## src/rtl/vga_timing_driver.sv

```systemverilog
// VGA 640x480@60 timing driver: pixel-rate divider, scan counters with phase FSMs,
// and a registered, blanked RGB/sync output stage one pixel behind the counters.
module vga_timing_driver #(
    parameter int unsigned CLK_DIV = 4,
    parameter int unsigned HPIXELS = 640,
    parameter int unsigned HFP     = 16,
    parameter int unsigned HSYNC   = 96,
    parameter int unsigned HBP     = 48,
    parameter int unsigned VPIXELS = 480,
    parameter int unsigned VFP     = 10,
    parameter int unsigned VSYNC   = 2,
    parameter int unsigned VBP     = 33
) (
    input  logic        clk,
    input  logic        rst_n,
    input  logic        enable,
    input  logic [11:0] pixelColor,
    output logic [9:0]  horizCount,
    output logic [9:0]  vertCount,
    output logic        pixelTick,
    output logic        displayActive,
    output logic        frameStart,
    output logic        hsync,
    output logic        vsync,
    output logic [3:0]  vgaRed,
    output logic [3:0]  vgaGreen,
    output logic [3:0]  vgaBlue
);

    localparam int unsigned CW     = 10;
    localparam int unsigned HTOTAL = HPIXELS + HFP + HSYNC + HBP;
    localparam int unsigned VTOTAL = VPIXELS + VFP + VSYNC + VBP;
    localparam int unsigned DIV_W  = (CLK_DIV > 1) ? $clog2(CLK_DIV) : 1;

    localparam logic [DIV_W-1:0] DIV_LAST = DIV_W'(CLK_DIV - 1);

    localparam logic [CW-1:0] H_ACT_END = CW'(HPIXELS - 1);
    localparam logic [CW-1:0] H_FP_END  = CW'(HPIXELS + HFP - 1);
    localparam logic [CW-1:0] H_SY_END  = CW'(HPIXELS + HFP + HSYNC - 1);
    localparam logic [CW-1:0] H_END     = CW'(HTOTAL - 1);
    localparam logic [CW-1:0] V_ACT_END = CW'(VPIXELS - 1);
    localparam logic [CW-1:0] V_FP_END  = CW'(VPIXELS + VFP - 1);
    localparam logic [CW-1:0] V_SY_END  = CW'(VPIXELS + VFP + VSYNC - 1);
    localparam logic [CW-1:0] V_END     = CW'(VTOTAL - 1);

    localparam logic [1:0] H_ACTIVE = 2'd0;
    localparam logic [1:0] H_FRONT  = 2'd1;
    localparam logic [1:0] H_SYNC   = 2'd2;
    localparam logic [1:0] H_BACK   = 2'd3;
    localparam logic [1:0] V_ACTIVE = 2'd0;
    localparam logic [1:0] V_FRONT  = 2'd1;
    localparam logic [1:0] V_SYNC   = 2'd2;
    localparam logic [1:0] V_BACK   = 2'd3;

    logic [DIV_W-1:0] r_div;
    logic [1:0]       r_h_state;
    logic [1:0]       r_v_state;
    logic [CW-1:0]    r_h_cnt;
    logic [CW-1:0]    r_v_cnt;
    logic             r_tick;
    logic             r_frame_start;
    logic             r_hsync;
    logic             r_vsync;
    logic [11:0]      r_rgb;

    logic             w_tick;
    logic             w_h_wrap;
    logic             w_v_wrap;
    logic             w_active;
    logic [1:0]       w_h_state_nxt;
    logic [1:0]       w_v_state_nxt;
    logic [CW-1:0]    w_h_cnt_nxt;
    logic [CW-1:0]    w_v_cnt_nxt;

    assign w_tick   = enable && (r_div == DIV_LAST);
    assign w_h_wrap = (r_h_cnt == H_END);
    assign w_v_wrap = (r_v_cnt == V_END);
    assign w_active = (r_h_state == H_ACTIVE) && (r_v_state == V_ACTIVE);

    // Next counters and phases; the vertical side only moves on the last pixel of a line.
    always_comb begin
        w_h_state_nxt = r_h_state;
        w_v_state_nxt = r_v_state;
        w_h_cnt_nxt   = r_h_cnt;
        w_v_cnt_nxt   = r_v_cnt;
        if (w_tick) begin
            w_h_cnt_nxt = w_h_wrap ? '0 : r_h_cnt + 1'b1;
            case (r_h_state)
                H_ACTIVE: if (r_h_cnt == H_ACT_END) w_h_state_nxt = H_FRONT;
                H_FRONT:  if (r_h_cnt == H_FP_END)  w_h_state_nxt = H_SYNC;
                H_SYNC:   if (r_h_cnt == H_SY_END)  w_h_state_nxt = H_BACK;
                H_BACK:   if (w_h_wrap)             w_h_state_nxt = H_ACTIVE;
            endcase
            if (w_h_wrap) begin
                w_v_cnt_nxt = w_v_wrap ? '0 : r_v_cnt + 1'b1;
                case (r_v_state)
                    V_ACTIVE: if (r_v_cnt == V_ACT_END) w_v_state_nxt = V_FRONT;
                    V_FRONT:  if (r_v_cnt == V_FP_END)  w_v_state_nxt = V_SYNC;
                    V_SYNC:   if (r_v_cnt == V_SY_END)  w_v_state_nxt = V_BACK;
                    V_BACK:   if (w_v_wrap)             w_v_state_nxt = V_ACTIVE;
                endcase
            end
        end
    end

    always_ff @(posedge clk or negedge rst_n) begin
        if (!rst_n) begin
            r_div     <= '0;
            r_h_state <= H_ACTIVE;
            r_v_state <= V_ACTIVE;
            r_h_cnt   <= '0;
            r_v_cnt   <= '0;
        end else begin
            r_div     <= (!enable || w_tick) ? '0 : r_div + 1'b1;
            r_h_state <= w_h_state_nxt;
            r_v_state <= w_v_state_nxt;
            r_h_cnt   <= w_h_cnt_nxt;
            r_v_cnt   <= w_v_cnt_nxt;
        end
    end

    // Output stage samples the pre-advance counts, so pins trail the counters by one pixel.
    always_ff @(posedge clk or negedge rst_n) begin
        if (!rst_n) begin
            r_tick        <= 1'b0;
            r_frame_start <= 1'b0;
            r_hsync       <= 1'b1;
            r_vsync       <= 1'b1;
            r_rgb         <= '0;
        end else if (!enable) begin
            r_tick        <= 1'b0;
            r_frame_start <= 1'b0;
            r_hsync       <= 1'b1;
            r_vsync       <= 1'b1;
            r_rgb         <= '0;
        end else begin
            r_tick        <= w_tick;
            r_frame_start <= w_tick && w_h_wrap && w_v_wrap;
            if (w_tick) begin
                r_rgb   <= w_active ? pixelColor : '0;
                r_hsync <= (r_h_state != H_SYNC);
                r_vsync <= (r_v_state != V_SYNC);
            end
        end
    end

    assign horizCount    = r_h_cnt;
    assign vertCount     = r_v_cnt;
    assign pixelTick     = r_tick;
    assign frameStart    = r_frame_start;
    assign displayActive = w_active;
    assign hsync         = r_hsync;
    assign vsync         = r_vsync;
    assign vgaRed        = r_rgb[11:8];
    assign vgaGreen      = r_rgb[7:4];
    assign vgaBlue       = r_rgb[3:0];

endmodule

```

## config.mk

```make
export PLATFORM = sky130hd
export DESIGN_NAME = vga_timing_driver
export DESIGN_NICKNAME = d
export VERILOG_FILES = /design/src/rtl/vga_timing_driver.sv
export SDC_FILE = /design/constraint.sdc
export NUM_CORES = 1
export LEC_CHECK = 0
export ABC_CLOCK_PERIOD_IN_PS = 2760
export CAP_MARGIN = 20
export CORE_AREA = 8 8 78 80
export DETAILED_ROUTE_END_ITERATION = 12
export DIE_AREA = 0 0 86 88
export PLACE_DENSITY = 0.7
export SETUP_SLACK_MARGIN = 0.02
export SLEW_MARGIN = 0
export SYNTH_ARGS = -nofsm -noshare
export SYNTH_HDL_FRONTEND = slang
export SYNTH_SLANG_ARGS = --single-unit
```

## constraint.sdc

```tcl
create_clock -name clk -period 2.76 [get_ports clk]
set_input_delay 0.276 -clock clk [delete_from_list [all_inputs] [get_ports clk]]
set_output_delay 0.276 -clock clk [all_outputs]
set_load 0.01 [all_outputs]
```

Word-level counts from Yosys, hierarchy flattened
Index checks and enable logic that the tools add are counted.

storage, ports and cells
  register bits after elaboration = 42
  bits of input ports = 15
  output and inout port bits = 37
  word-level logic and storage cells = 72

operators by class
  add/sub/neg operators = 3
  equal/unequal tests = 26
  multiplexer cells = 22
  reductions and logical operators = 11

operators with widths
  operator                                                                 number
  10-bit equality test (second input constant)                             5
  12-bit 2-to-1 mux                                                        3
  10-bit by 9-bit equality test with 1-bit output (second input constant)  3
  10-bit by 1-bit adder with 10-bit output (second input constant)         2
  10-bit 2-to-1 mux                                                        2
  2-bit 2-to-1 mux                                                         9
  2-bit != test (second input constant)                                    8
  2-bit one-hot mux with 4 select lines                                    2
  2-bit equality test (second input constant)                              5
  1-bit 2-to-1 mux                                                         6
  2-bit by 1-bit != test with 1-bit output (second input constant)         3
  6-bit AND reduction                                                      1
  5-bit AND reduction                                                      1
  2-bit by 1-bit equality test with 1-bit output (second input constant)   2
  1-bit logical AND                                                        4
  2-bit zero test                                                          2
  2-bit by 1-bit adder with 2-bit output (second input constant)           1
  2-bit AND reduction                                                      1
  1-bit zero test                                                          1
  1-bit logical OR                                                         1

Longest topological paths before layout
Gate-level depths: netlist (run 1).

  depth after elaboration = 5
  gate-level depth with buffers = 7
  depth with buffers taken out = 6

Least setup slack after synthesis (run 1)
OpenSTA, ideal clock, no wires.

  path type = reg-to-reg
  from = register r_h_cnt[0], in the netlist horizCount[0]
  to = register r_h_state[1]
  library setup time = 0.128 ns
  arrival = 1.865 ns
  data required time = 2.632 ns
  setup slack = 0.767 ns
  cell stages (with the launch flop) = 6
  path buffers = 0
  clock period less this slack = 1.993 ns
  path through = dfrtp_1 > ha_1 > nand4b_1 > o41a_1 > a2111oi_4 > mux2_1

between the ends
  longest elaborated chain between the ends = 3
  elaborated cells between the ends (all ways) = 9
  those cells by class = eq/ne (8); reduce/logical (1)

ends and longest elaborated chain
  element                                                                              line  text
  start: declaration                                                                   58    logic [CW-1:0] r_h_cnt;
  start signal: assignment                                                             117   r_h_cnt <= w_h_cnt_nxt;
  10-bit equality test (on tied branches)                                              -
  2-bit != test (no line) or 2-bit by 1-bit != test with 1-bit output (tied branches)  -
  5-bit AND reduction (no line) *                                                      -
  end signal: assignment                                                               115   r_h_state <= w_h_state_nxt;
  end: declaration                                                                     56    logic [1:0] r_h_state;

Mark *: on every way between the ends. The rest lies on a longest branch, timed or not.
A chain may end at the register's enable or synchronous reset.

Final worst setup path (run 1)
Ends and elaborated chain as after synthesis.

==> tab_implementation.tex, run 1 <==
\begin{tabular}{lr}
\hline
Metric & Value \\
\hline
\multicolumn{2}{l}{\textbf{Clocking}} \\
Maximum count of clock buffers along a single path & 2 \\
TritonCTS clock tree & yes \\
Clock-pin slew on the worst setup and hold paths & roughly 0.08 ns \\
CTS sink cnt & between 40 and 50 \\
Total CTS buffers & 5 \\
Post-CTS setup buffer count & 0 \\
Depth of the CTS H-tree & 2 \\
Resize count post-CTS & 0 \\
Count of hold buffers inserted by post-cts repair & 0 \\
Clock tree root driver cell & clkbuf\_8 \\
Clock latency on the worst-skew pair & slightly below 0.3 ns \\
\multicolumn{2}{l}{\textbf{Critical path}} \\
Critical Path AT & between 2 and 2.5 ns \\
CP Max Fanout & 5 \\
Worst setup path startpoint & horizCount[0]\$\_DFFE\_PN0P\_ \\
Kind of critical path & flop to flop \\
Data required time at the worst endpoint & 2.94 ns \\
Category of the worst setup path launch point & flop \\
Critical Path Sink Type & flop \\
Critical register-to-register path startpoint & horizCount[0]\$\_DFFE\_PN0P\_ \\
\multicolumn{2}{l}{\textbf{Floorplanning}} \\
Width of the chip & 86 um \\
Area enclosed by the die boundary & 7570 um2 \\
Initial cell density of the core & 0.426 \\
Number of placed I/O pins & between 50 and 60 \\
Core box area & between 4000 and 5000 um2 \\
Chip height & just under 90 um \\
Row count & 26 \\
\multicolumn{2}{l}{\textbf{Cells and area}} \\
Filler cells & about 450 \\
Antenna diode count & 0 \\
Share of final-layout standard cells stronger than drive strength 1 & 0.0685 \\
Final-stage net count & 275 \\
Area Overhead vs Synth & 32.5\% \\
\multicolumn{2}{l}{\textbf{Routing}} \\
Length of the first detailed-routing pass in iterations & 4 \\
Avg Vias per Cell & between 5 and 6 \\
Detailed-route wire length per cell & between 10 and 15 um \\
Drt first-iter violations & 57 \\
Number of design rule violations left after detail routing & 0 \\
Number of nets still failing antenna checks after routing & 0 \\
Via Count & roughly 1600 \\
Overall routed net length & approximately 4700 um \\
\multicolumn{2}{l}{\textbf{Yosys}} \\
Synth Cell Area & about 2100 um2 \\
Mean cell area of the mapped netlist & between 10 and 15 um2 \\
Post-synthesis sequential area ratio & 0.504 \\
Warnings, synthesis & 0 \\
Number of distinct library cells after synthesis & 31 \\
Most frequently used flop master after synthesis & dfrtp\_1 \\
Synth Instances & 191 \\
Flops \& latches, synth & 42 \\
Number of enable-type register cells in the synthesized netlist & 0 \\
Fraction of synthesis flops using an asynchronous set or reset pin & 1.00 \\
Syn\_nets & about 220 \\
\multicolumn{2}{l}{\textbf{Power}} \\
Switching component of the power & just under 0.3 mW \\
Relative contribution of sequential cells to total power & 0.563 \\
Part of the total power dissipated in combinational logic & 0.105 \\
Maximum ir drop on the vdd rail & 0.263 mV \\
Internal power & just under 0.9 mW \\
Leakage Power & 1.18 nW \\
Total power & between 1 and 1.5 mW \\
Switching Fraction & 0.251 \\
Power Density & 425 nW/um2 \\
Clk network pwr share & 0.332 \\
\multicolumn{2}{l}{\textbf{Timing}} \\
Unrepaired setup endpoints after global routing & no \\
Final setup skew & between 0.01 and 0.015 ns \\
Min cycle time layout & 2.15 ns \\
Number of hold-slack violations in the final timing report & 0 \\
Highest attainable clock frequency & 0.465 GHz \\
Aggregate negative setup slack & 0 ns \\
\# setup viols final & 0 \\
Final cycle utilization of the critical path & 0.779 \\
Final-report max-slew violation count & 0 \\
Remaining max-slew budget at the tightest pin & 0.391 \\
Worst slew pin tran & just over 0.9 ns \\
\multicolumn{2}{l}{\textbf{Hold path}} \\
Worst Hold Class & input port to async pin \\
\multicolumn{2}{l}{\textbf{Global route}} \\
Total global routing track utilization & 0.132 \\
Via count of the first global-routing pass & around 1700 \\
Largest net degree at the start of global routing & 43 \\
Wire length of the first global-routing pass & 8000 um \\
Antenna violations before repair & 0 \\
Total global routing overflow & 0 \\
\multicolumn{2}{l}{\textbf{Place}} \\
GP Congestion & slightly below 0.8 \\
Hpwl dp & 3490 um \\
Port buffer count & 51 \\
\multicolumn{2}{l}{\textbf{Flow run}} \\
Max capacitance violation total & 0 \\
\multicolumn{2}{l}{\textbf{Run status}} \\
Outcome & finished clean \\
\hline
\end{tabular}
-- flip-flops by register name, summed over array words and instances (netlist names) --
name / flops
hsync: 1
r_h_state: 2
r_rgb: 12
r_v_state: 2
frameStart: 1
r_div: 2
vsync: 1
horizCount: 10
vertCount: 10
pixelTick: 1
-- area by class of cell --
class	instances	area, um2	share of cell area
Sequential cell	42	1050	0.380
Multi-Input combinational cell	138	997	0.360
Timing Repair Buffer	53	520	0.188
Tap cell	70	87.6	0.0316
Clock buffer	6	72.6	0.0262
Inverter	7	26.3	0.00948
Clock inverter	2	13.8	0.00497
-- Yosys cell counts, drive strengths merged, types with 5 or more instances --
cell / number / area (um2)
nor2b: 6 / 37.5
nand3: 9 / 50.1
o21ai: 13 / 65.1
nor2: 11 / 41.3
ha: 13 / 163
inv: 7 / 26.3
dfrtp: 40 / 1000
nor3: 5 / 25.0
xnor2: 8 / 70.1
a22o: 13 / 114
nand2: 23 / 86.3
-- routing by layer --
metal / GRT usage / routed length (um)
met1: 0.161 / 2150
met2: 0.212 / 2160
met3: 0.0525 / 390
met4: 0.0287 / 31
met5: 0 / 0
-- logic make-up (layout without fill, tap and decap cells) --
group / after synthesis / count (layout) / share of synthesized area
compound gates: 34 / 34 / 0.136
xor+xnor: 11 / 11 / 0.0461
fa+ha+maj: 13 / 13 / 0.0778
buf+inv: 11 / 68 / 0.0197
flops: 42 / 42 / 0.504
mux: 4 / 4 / 0.0203
simple gates: 76 / 76 / 0.197
-- critical path: stages (launching register included) --
cell and delay, ns:
dfrtp_1 0.43, ha_1 0.26, nand4b_1 0.17, o41ai_1 0.30
nand2_1 0.14, a2111oi_4 0.39, mux2_1 0.35
-- cell usage in the layout (no fill, tap or decap), drive strengths merged, types with 4 or more instances in the layout --
master,synthesis,final
a22o,13,13
and2,4,4
clkbuf,4,6
clkdlybuf4s50,0,50
dfrtp,40,40
ha,13,13
inv,7,7
nand2,23,23
nand3,9,9
nand4,4,4
nor2,11,11
nor2b,6,6
nor3,5,5
o21ai,13,13
o31ai,4,4
xnor2,8,8
-- power groups by stage --
stage | registers, mW | logic (mW) | clock network (mW)
6_report | 0.663 | 0.124 | 0.391
5_1_grt | 0.666 | 0.139 | 0.436
4_1_cts | 0.663 | 0.128 | 0.405
3_5_place_dp | 0.675 | 0.127 | 0
3_3_place_gp | 0.671 | 0.128 | 0
2_1_floorplan | 0.678 | 0.0385 | 0
-- metrics by stage --
stage	setup slack (ns)	instance area, um2	hold WS, ns	cells	util
2_1_floorplan	0.767	2090	-0.0196	191	-
3_3_place_gp	0.654	2690	0.432	310	0.547
3_5_place_dp	0.572	2690	0.463	310	0.547
4_1_cts	0.589	2770	0.158	318	0.564
5_1_grt	0.481	2770	0.198	318	0.564
6_report	0.610	2770	0.109	318	0.564
-- final timing paths --
| check | endpoint | depth (start not counted) | slack, ns |
|---|---|---|---|
| worst max-delay path | r_h_state[1]$_DFFE_PN0P_ | 6 | 0.61 |
| worst min-delay path | vertCount[1]$_DFFE_PN0P_ | 1 | 0.11 |
| worst max register to register | r_h_state[1]$_DFFE_PN0P_ | 6 | 0.61 |
| worst min register to register | r_div[0]$_DFF_PN0_ | 1 | 0.46 |
| max in group asynchronous | r_rgb[3]$_DFFE_PN0P_ | 1 | 2.08 |
| min in group clk | r_div[0]$_DFF_PN0_ | 1 | 0.46 |
Power figures use the tool's default switching activity.
==> run 2: changes to the inputs <==
ABC_CLOCK_PERIOD_IN_PS = 1750   (was 2760)
PLACE_DENSITY = 0.72   (was 0.7)
clock period = 1.75 ns   (was 2.76 ns; I/O delays follow)
==> run 2 against run 1 <==
Against the previous run: the run now ends with negative setup slack left; clock power rose by 64%; utilization rose by 8.4 points; first-iteration DRC count rose by 16%; die area did not move; worst setup slack got worse by 0.72 ns; final cell count rose by 15%; non-clock buffer count rose by 48; sequential share of layout area fell by 4.9 points; critical path depth fell by 1; sequential cell count did not move; highest routed layer unchanged.
==> tab_implementation.tex, run 2 (synthesis gave the netlist of run 1 again) <==
\begin{tabular}{lr}
\hline
Metric & Value \\
\hline
\multicolumn{2}{l}{\textbf{Cells and area}} \\
Number of standard cells in the final layout excluding fillers & 366 \\
Most common library cell in the layout ignoring fill and taps & clkdlybuf4s50\_1 \\
Area Overhead vs Synth & 52.2\% \\
Antenna diode count & 0 \\
Number of flip-flops under the largest register name & 12 \\
Top register by number of flip-flops & r\_rgb \\
Final instance area & around 3200 um2 \\
Share of final-layout standard cells stronger than drive strength 1 & 0.250 \\
Final-stage net count & $\sim$320 \\
Commonest cells after routing, fill and taps aside & 49 x clkdlybuf4s50\_1, 48 x buf\_4, 38 x dfrtp\_1, 23 x nand2\_1, 13 x a22o\_1 \\
Final design utilization & 0.648 \\
\multicolumn{2}{l}{\textbf{Floorplanning}} \\
Area enclosed by the die boundary & 7570 um2 \\
Row count & 26 \\
Number of placed I/O pins & 52 \\
Width of the chip & around 86 um \\
Chip height & 88 um \\
Core box area & a little under 5000 um2 \\
Initial cell density of the core & 0.426 \\
\multicolumn{2}{l}{\textbf{Global route}} \\
Most Used Layer, Global Route & met2 \\
Total global routing track utilization & 0.152 \\
Met2 usage & 0.255 \\
Via count of the first global-routing pass & slightly below 2000 \\
Met3 demand-to-capacity share in global routing & 0.0403 \\
Wire length of the first global-routing pass & just over 9000 um \\
Largest net degree at the start of global routing & 43 \\
Total global routing overflow & 0 \\
Antenna violations before repair & 0 \\
Met1 layer usage reported by global route & 0.183 \\
\multicolumn{2}{l}{\textbf{Power}} \\
Maximum ir drop on the vdd rail & 0.502 mV \\
Leakage Power & 1.44 nW \\
Power Density & around 620 nW/um2 \\
Total power & around 2.0 mW \\
\multicolumn{2}{l}{\textbf{Routing}} \\
Number of design rule violations left after detail routing & 0 \\
Via Count & around 1800 \\
Drt first-iter violations & 66 \\
Length of the first detailed-routing pass in iterations & 4 \\
Avg Vias per Cell & between 5 and 6 \\
Overall routed net length & 5460 um \\
Number of nets still failing antenna checks after routing & 0 \\
Detailed-route wire length per cell & between 10 and 15 um \\
\multicolumn{2}{l}{\textbf{Timing}} \\
Final cycle utilization of the critical path & 1.06 \\
Remaining max-slew budget at the tightest pin & 0.643 \\
Aggregate negative setup slack & -0.367 ns \\
Worst hold slack & about 0.45 ns \\
\# setup viols final & 7 \\
Highest attainable clock frequency & 0.538 GHz \\
Setup WS post-layout & -0.108 ns \\
Unrepaired setup endpoints after global routing & yes \\
Final-report max-slew violation count & 0 \\
Number of hold-slack violations in the final timing report & 0 \\
Min cycle time layout & approximately 1.9 ns \\
Final setup skew & around 0.011 ns \\
Worst slew pin tran & roughly 0.54 ns \\
\multicolumn{2}{l}{\textbf{Clocking}} \\
Clock-pin slew on the worst setup and hold paths & roughly 0.080 ns \\
Depth of the CTS H-tree & 2 \\
Total CTS buffers & 5 \\
TritonCTS clock tree & yes \\
Clock tree root driver cell & clkbuf\_8 \\
CTS sink cnt & between 40 and 50 \\
Clock latency on the worst-skew pair & slightly below 0.3 ns \\
Maximum count of clock buffers along a single path & 2 \\
\multicolumn{2}{l}{\textbf{Critical path}} \\
Category of the worst setup path launch point & flop \\
Kind of critical path & flop to flop \\
Reg2reg path depth & 5 \\
Reg-to-reg setup timing slack & -0.11 ns \\
Critical Path Sink Type & flop \\
Worst flop-to-flop path endpoint & r\_h\_state[1]\$\_DFFE\_PN0P\_ \\
Critical Path AT & a little over 2 ns \\
Critical register-to-register path startpoint & horizCount[1]\$\_DFFE\_PN0P\_ \\
CP Max Fanout & 3 \\
Data required time at the worst endpoint & 1.93 ns \\
\multicolumn{2}{l}{\textbf{Hold path}} \\
Endpoint of the worst hold path & r\_div[0]\$\_DFF\_PN0\_ \\
Start point of the worst min-delay path & r\_div[0]\$\_DFF\_PN0\_ \\
Cell depth of the worst min-delay path & 1 \\
Worst Hold Class & flop to flop \\
\multicolumn{2}{l}{\textbf{Run status}} \\
Outcome & finished, violations left \\
Failing checks & negative setup slack \\
\multicolumn{2}{l}{\textbf{Place}} \\
Cell Area, Placed & slightly above 3000 um2 \\
Dpl ws & -0.113 ns \\
Port buffer count & about 50 \\
Cells after DPL & roughly 350 \\
Hpwl dp & just over 4000 um \\
GP Congestion & between 0.8 and 0.9 \\
\multicolumn{2}{l}{\textbf{Flow run}} \\
Max capacitance violation total & 0 \\
\hline
\end{tabular}
==> run 2: changes by cell type in the layout (fill, tap and decap cells not counted), moves of 2 or more <==
cell | before | now
buf_4 | 2 | 48
o21ai_0 | 13 | 8
o21ai_1 | 0 | 4
dfrtp_1 | 40 | 38
dfrtp_2 | 0 | 2
ha_1 | 13 | 11
ha_2 | 0 | 2
nor2_1 | 11 | 9
nor3_1 | 5 | 3
nor3_2 | 0 | 2
==> run 2: layout make-up <==
type,count,area [um2]
repair buffers,101,886
clock buffers,8,90.1
multi-input cells,138,1040
flip-flops and latches,42,1060
fillers,409,1730
well taps,70,87.6
inverters,7,26.3
==> run 2: power breakdown <==
part,internal (mW),switching [mW],total [mW],leakage [nW]
Sequential,1.00,0.0181,1.02,0.556
Combinational,0.181,0.136,0.317,0.837
Clock,0.322,0.321,0.643,0.0455
==> run 2: worst max path at each step <==
stage          cells after the start                        to                      start  slack (ns)
2_1_floorplan                      5  r_h_state[1]$_DFFE_PN0P_  horizCount[0]$_DFFE_PN0P_       -0.18
3_3_place_gp                       7  vertCount[2]$_DFFE_PN0P_                     enable       -0.11
3_5_place_dp                       6  r_h_state[1]$_DFFE_PN0P_  horizCount[0]$_DFFE_PN0P_       -0.11
4_1_cts                            5  r_h_state[1]$_DFFE_PN0P_  horizCount[1]$_DFFE_PN0P_       -0.12
5_1_grt                            5  r_h_state[1]$_DFFE_PN0P_  horizCount[1]$_DFFE_PN0P_       -0.23
6_report                           5  r_h_state[1]$_DFFE_PN0P_  horizCount[1]$_DFFE_PN0P_       -0.11
==> run 2: per-layer routing <==
| layer | share of wire | vias up |
|---|---|---|
| li1 | - | 891 |
| met1 | 0.44 | 892 |
| met2 | 0.49 | 48 |
| met3 | 0.051 | 9 |
| met4 | 0.021 | 0 |
| met5 | 0 | - |
==> run 2: what timing repair did <==
item                       4_1_cts  5_1_grt
pin swaps                        5        0
gates resized for setup         13        4
hold endpoints to repair        40        0
setup buffers                    3        0
setup endpoints to repair       14       16
hold buffers                     1        0
==> run 2: worst max-delay path, cell delays in order, from the launching register on <==
cell and delay (ns):
dfrtp_1 0.36, ha_2 0.18, nand4b_1 0.16, o41a_1 0.39, a2111oi_4 0.31, mux2_1 0.35
==> run 3: changes to the inputs <==
CTS_BUF_LIST = sky130_fd_sc_hd__clkbuf_2   (was unset)
GPL_TIMING_DRIVEN = 0   (was unset)
==> run 3 against run 2 <==
Against the previous run: the flow still finishes with violations (negative setup slack); routed wire length increased by 0.29%; clock skew is 0.013 ns higher; largest cell class is now multi-input combinational cells; combinational power is 2% lower; highest routed layer unchanged; final area shrank 2.1%.
==> tab_implementation.tex, run 3 (synthesis gave the netlist of run 1 again) <==
\begin{tabular}{lr}
\hline
Metric & Value \\
\hline
\multicolumn{2}{l}{\textbf{Run status}} \\
Outcome & finished, violations left \\
Failing checks & negative setup slack \\
\multicolumn{2}{l}{\textbf{Critical path}} \\
Maximum cell stage delay along the critical path & $\sim$0.44 ns \\
CP Max Fanout & 4 \\
Worst flop-to-flop path endpoint & r\_h\_state[1]\$\_DFFE\_PN0P\_ \\
Cell depth of the worst setup path & 6 \\
Largest delay share family, worst path & compound AO/OA/AOI/OAI gates \\
CP Buf/Inv Count & 0 \\
Critical Path Sink Type & flop \\
Category of the worst setup path launch point & flop \\
Reg2reg path depth & 6 \\
Data required time at the worst endpoint & approximately 2 ns \\
Critical Path AT & approximately 2.2 ns \\
Ordered cell list for the critical path & ha\_4 -> nand4b\_1 -> o41ai\_2 -> nand2\_1 -> a2111oi\_4 -> mux2\_4 \\
Cell type of the slowest stage on the worst timing path & dfrtp\_1 \\
Reg-to-reg setup timing slack & -0.15 ns \\
Kind of critical path & flop to flop \\
Critical register-to-register path startpoint & horizCount[0]\$\_DFFE\_PN0P\_ \\
\multicolumn{2}{l}{\textbf{Power}} \\
Leakage Power & roughly 1.4 nW \\
Total power & about 1.8 mW \\
Power Density & around 570 nW/um2 \\
Maximum ir drop on the vdd rail & approximately 0.43 mV \\
\multicolumn{2}{l}{\textbf{Timing}} \\
Highest attainable clock frequency & 0.525 GHz \\
Aggregate negative setup slack & -0.566 ns \\
Worst hold slack & between 0.1 and 0.15 ns \\
Remaining max-slew budget at the tightest pin & 0.775 \\
Worst slew pin tran & about 0.34 ns \\
Unrepaired setup endpoints after global routing & yes \\
Number of hold-slack violations in the final timing report & 0 \\
Final cycle utilization of the critical path & 1.09 \\
Min cycle time layout & around 1.9 ns \\
Final setup skew & roughly 0.025 ns \\
Setup WS post-layout & -0.153 ns \\
\# setup viols final & 5 \\
Final-report max-slew violation count & 0 \\
\multicolumn{2}{l}{\textbf{Floorplanning}} \\
Area enclosed by the die boundary & around 7600 um2 \\
Row count & 26 \\
Width of the chip & roughly 86 um \\
Number of placed I/O pins & 52 \\
Chip height & between 80 and 90 um \\
Initial cell density of the core & 0.426 \\
Core box area & between 4000 and 5000 um2 \\
\multicolumn{2}{l}{\textbf{Place}} \\
Port buffer count & slightly above 50 \\
Dpl ws & -0.417 ns \\
Hpwl dp & approximately 3400 um \\
Cells after DPL & 313 \\
GP Congestion & 0.760 \\
\multicolumn{2}{l}{\textbf{Routing}} \\
Overall routed net length & 5480 um \\
Via Count & between 1500 and 2000 \\
Number of nets still failing antenna checks after routing & 0 \\
Avg Vias per Cell & 5.13 \\
Number of design rule violations left after detail routing & 0 \\
Detailed-route wire length per cell & between 15 and 20 um \\
Drt first-iter violations & 51 \\
Length of the first detailed-routing pass in iterations & 6 \\
\multicolumn{2}{l}{\textbf{Clocking}} \\
Depth of the CTS H-tree & 2 \\
Clock latency on the worst-skew pair & roughly 0.41 ns \\
TritonCTS clock tree & yes \\
Total CTS buffers & 5 \\
Clock tree root driver cell & clkbuf\_2 \\
Clock-pin slew on the worst setup and hold paths & $\sim$0.22 ns \\
CTS sink cnt & between 40 and 50 \\
Maximum count of clock buffers along a single path & 2 \\
\multicolumn{2}{l}{\textbf{Global route}} \\
Total global routing track utilization & 0.143 \\
Via count of the first global-routing pass & between 1500 and 2000 \\
Total global routing overflow & 0 \\
Largest net degree at the start of global routing & 35 \\
Antenna violations before repair & 0 \\
Wire length of the first global-routing pass & 8540 um \\
\multicolumn{2}{l}{\textbf{Cells and area}} \\
Number of standard cells in the final layout excluding fillers & around 350 \\
Antenna diode count & 0 \\
Top register by number of flip-flops & r\_rgb \\
Final-stage net count & a little over 300 \\
Commonest cells after routing, fill and taps aside & 42 x clkdlybuf4s50\_1, 31 x dfrtp\_1, 24 x buf\_4, 23 x nand2\_1, 13 x a22o\_1 \\
Most common library cell in the layout ignoring fill and taps & clkdlybuf4s50\_1 \\
Area Overhead vs Synth & 49.0\% \\
Number of flip-flops under the largest register name & 12 \\
Filler cells & around 400 \\
Area of the multi-input gates & 1130 um2 \\
Footprint of the flip-flops and latches & approximately 1100 um2 \\
Share of final-layout standard cells stronger than drive strength 1 & 0.277 \\
\multicolumn{2}{l}{\textbf{Flow run}} \\
Max capacitance violation total & 0 \\
\multicolumn{2}{l}{\textbf{Hold path}} \\
Worst Hold Class & input port to async pin \\
\hline
\end{tabular}
-- run 3: cell count changes in the layout (fill, tap and decap cells not counted), moves of 4 or more --
cell             change
dfrtp_2              +7
dfrtp_1              -7
clkbuf_2             +7
ha_4                 +4
clkbuf_8             -6
buf_4               -24
clkdlybuf4s50_1      -7
inv_1                -4
inv_2                +4
dlymetal6s2s_1       +5
-- run 3: worst max-delay path by stage --
stage / startpoint / endpoint / slack, ns
floorplan: horizCount[0]$_DFFE_PN0P_ / r_h_state[1]$_DFFE_PN0P_ / -0.18
global placement: rst_n / vertCount[2]$_DFFE_PN0P_ / -0.75
detailed placement: enable / vertCount[2]$_DFFE_PN0P_ / -0.42
CTS: horizCount[0]$_DFFE_PN0P_ / r_h_state[1]$_DFFE_PN0P_ / -0.15
global route: horizCount[0]$_DFFE_PN0P_ / r_h_state[1]$_DFFE_PN0P_ / -0.24
finish: horizCount[0]$_DFFE_PN0P_ / r_h_state[1]$_DFFE_PN0P_ / -0.15
-- run 3: worst reg2reg max path: cells and delay by family (launching register included) --
family,cells,cell delay (ns)
AOI/OAI and AO/OA,2,0.56
adders and majority gates,1,0.18
DFF,1,0.44
muxes,1,0.33
and+or+nand+nor,2,0.30
-- run 3: area by class of cell --
| type | instances | share of cell area |
|---|---|---|
| multi-input combinational | 138 | 0.361 |
| clock buffer | 5 | 0.00803 |
| timing repair buffer | 80 | 0.243 |
| tap | 70 | 0.0281 |
| sequential | 42 | 0.341 |
| buffer | 3 | 0.00441 |
| inverter | 7 | 0.00843 |
| clock inverter | 3 | 0.00522 |
-- run 3: per-stage QoR --
step	cell area, um2	utilization
after floorplan	2100	-
after global placement	2700	0.549
after detailed placement	2710	0.552
after CTS	3000	0.611
after global routing	3120	0.635
final	3120	0.635
-- run 3: timing repair --
action                                  CTS  global route
setup buffers                            22             5
gates resized for setup                  29            34
gates cloned                              0             0
hold buffers                              1             0
pin swaps                                 7            10
endpoints found under the setup margin   26            20
hold endpoints to repair                 40             0
-- run 3: where the power goes --
part	switching, mW	leakage [nW]	total, mW	internal [mW]
sequential	0.0400	0.544	1.05	1.01
combinational	0.128	0.823	0.310	0.182
clock	0.322	0.0264	0.413	0.0911
total	0.489	1.39	1.77	1.28
-- run 3: metal layers --
layer  global-route usage  share of wire
met5                    0              0
met1                0.163           0.41
met4               0.0510          0.011
met3               0.0450          0.065
met2                0.246           0.52
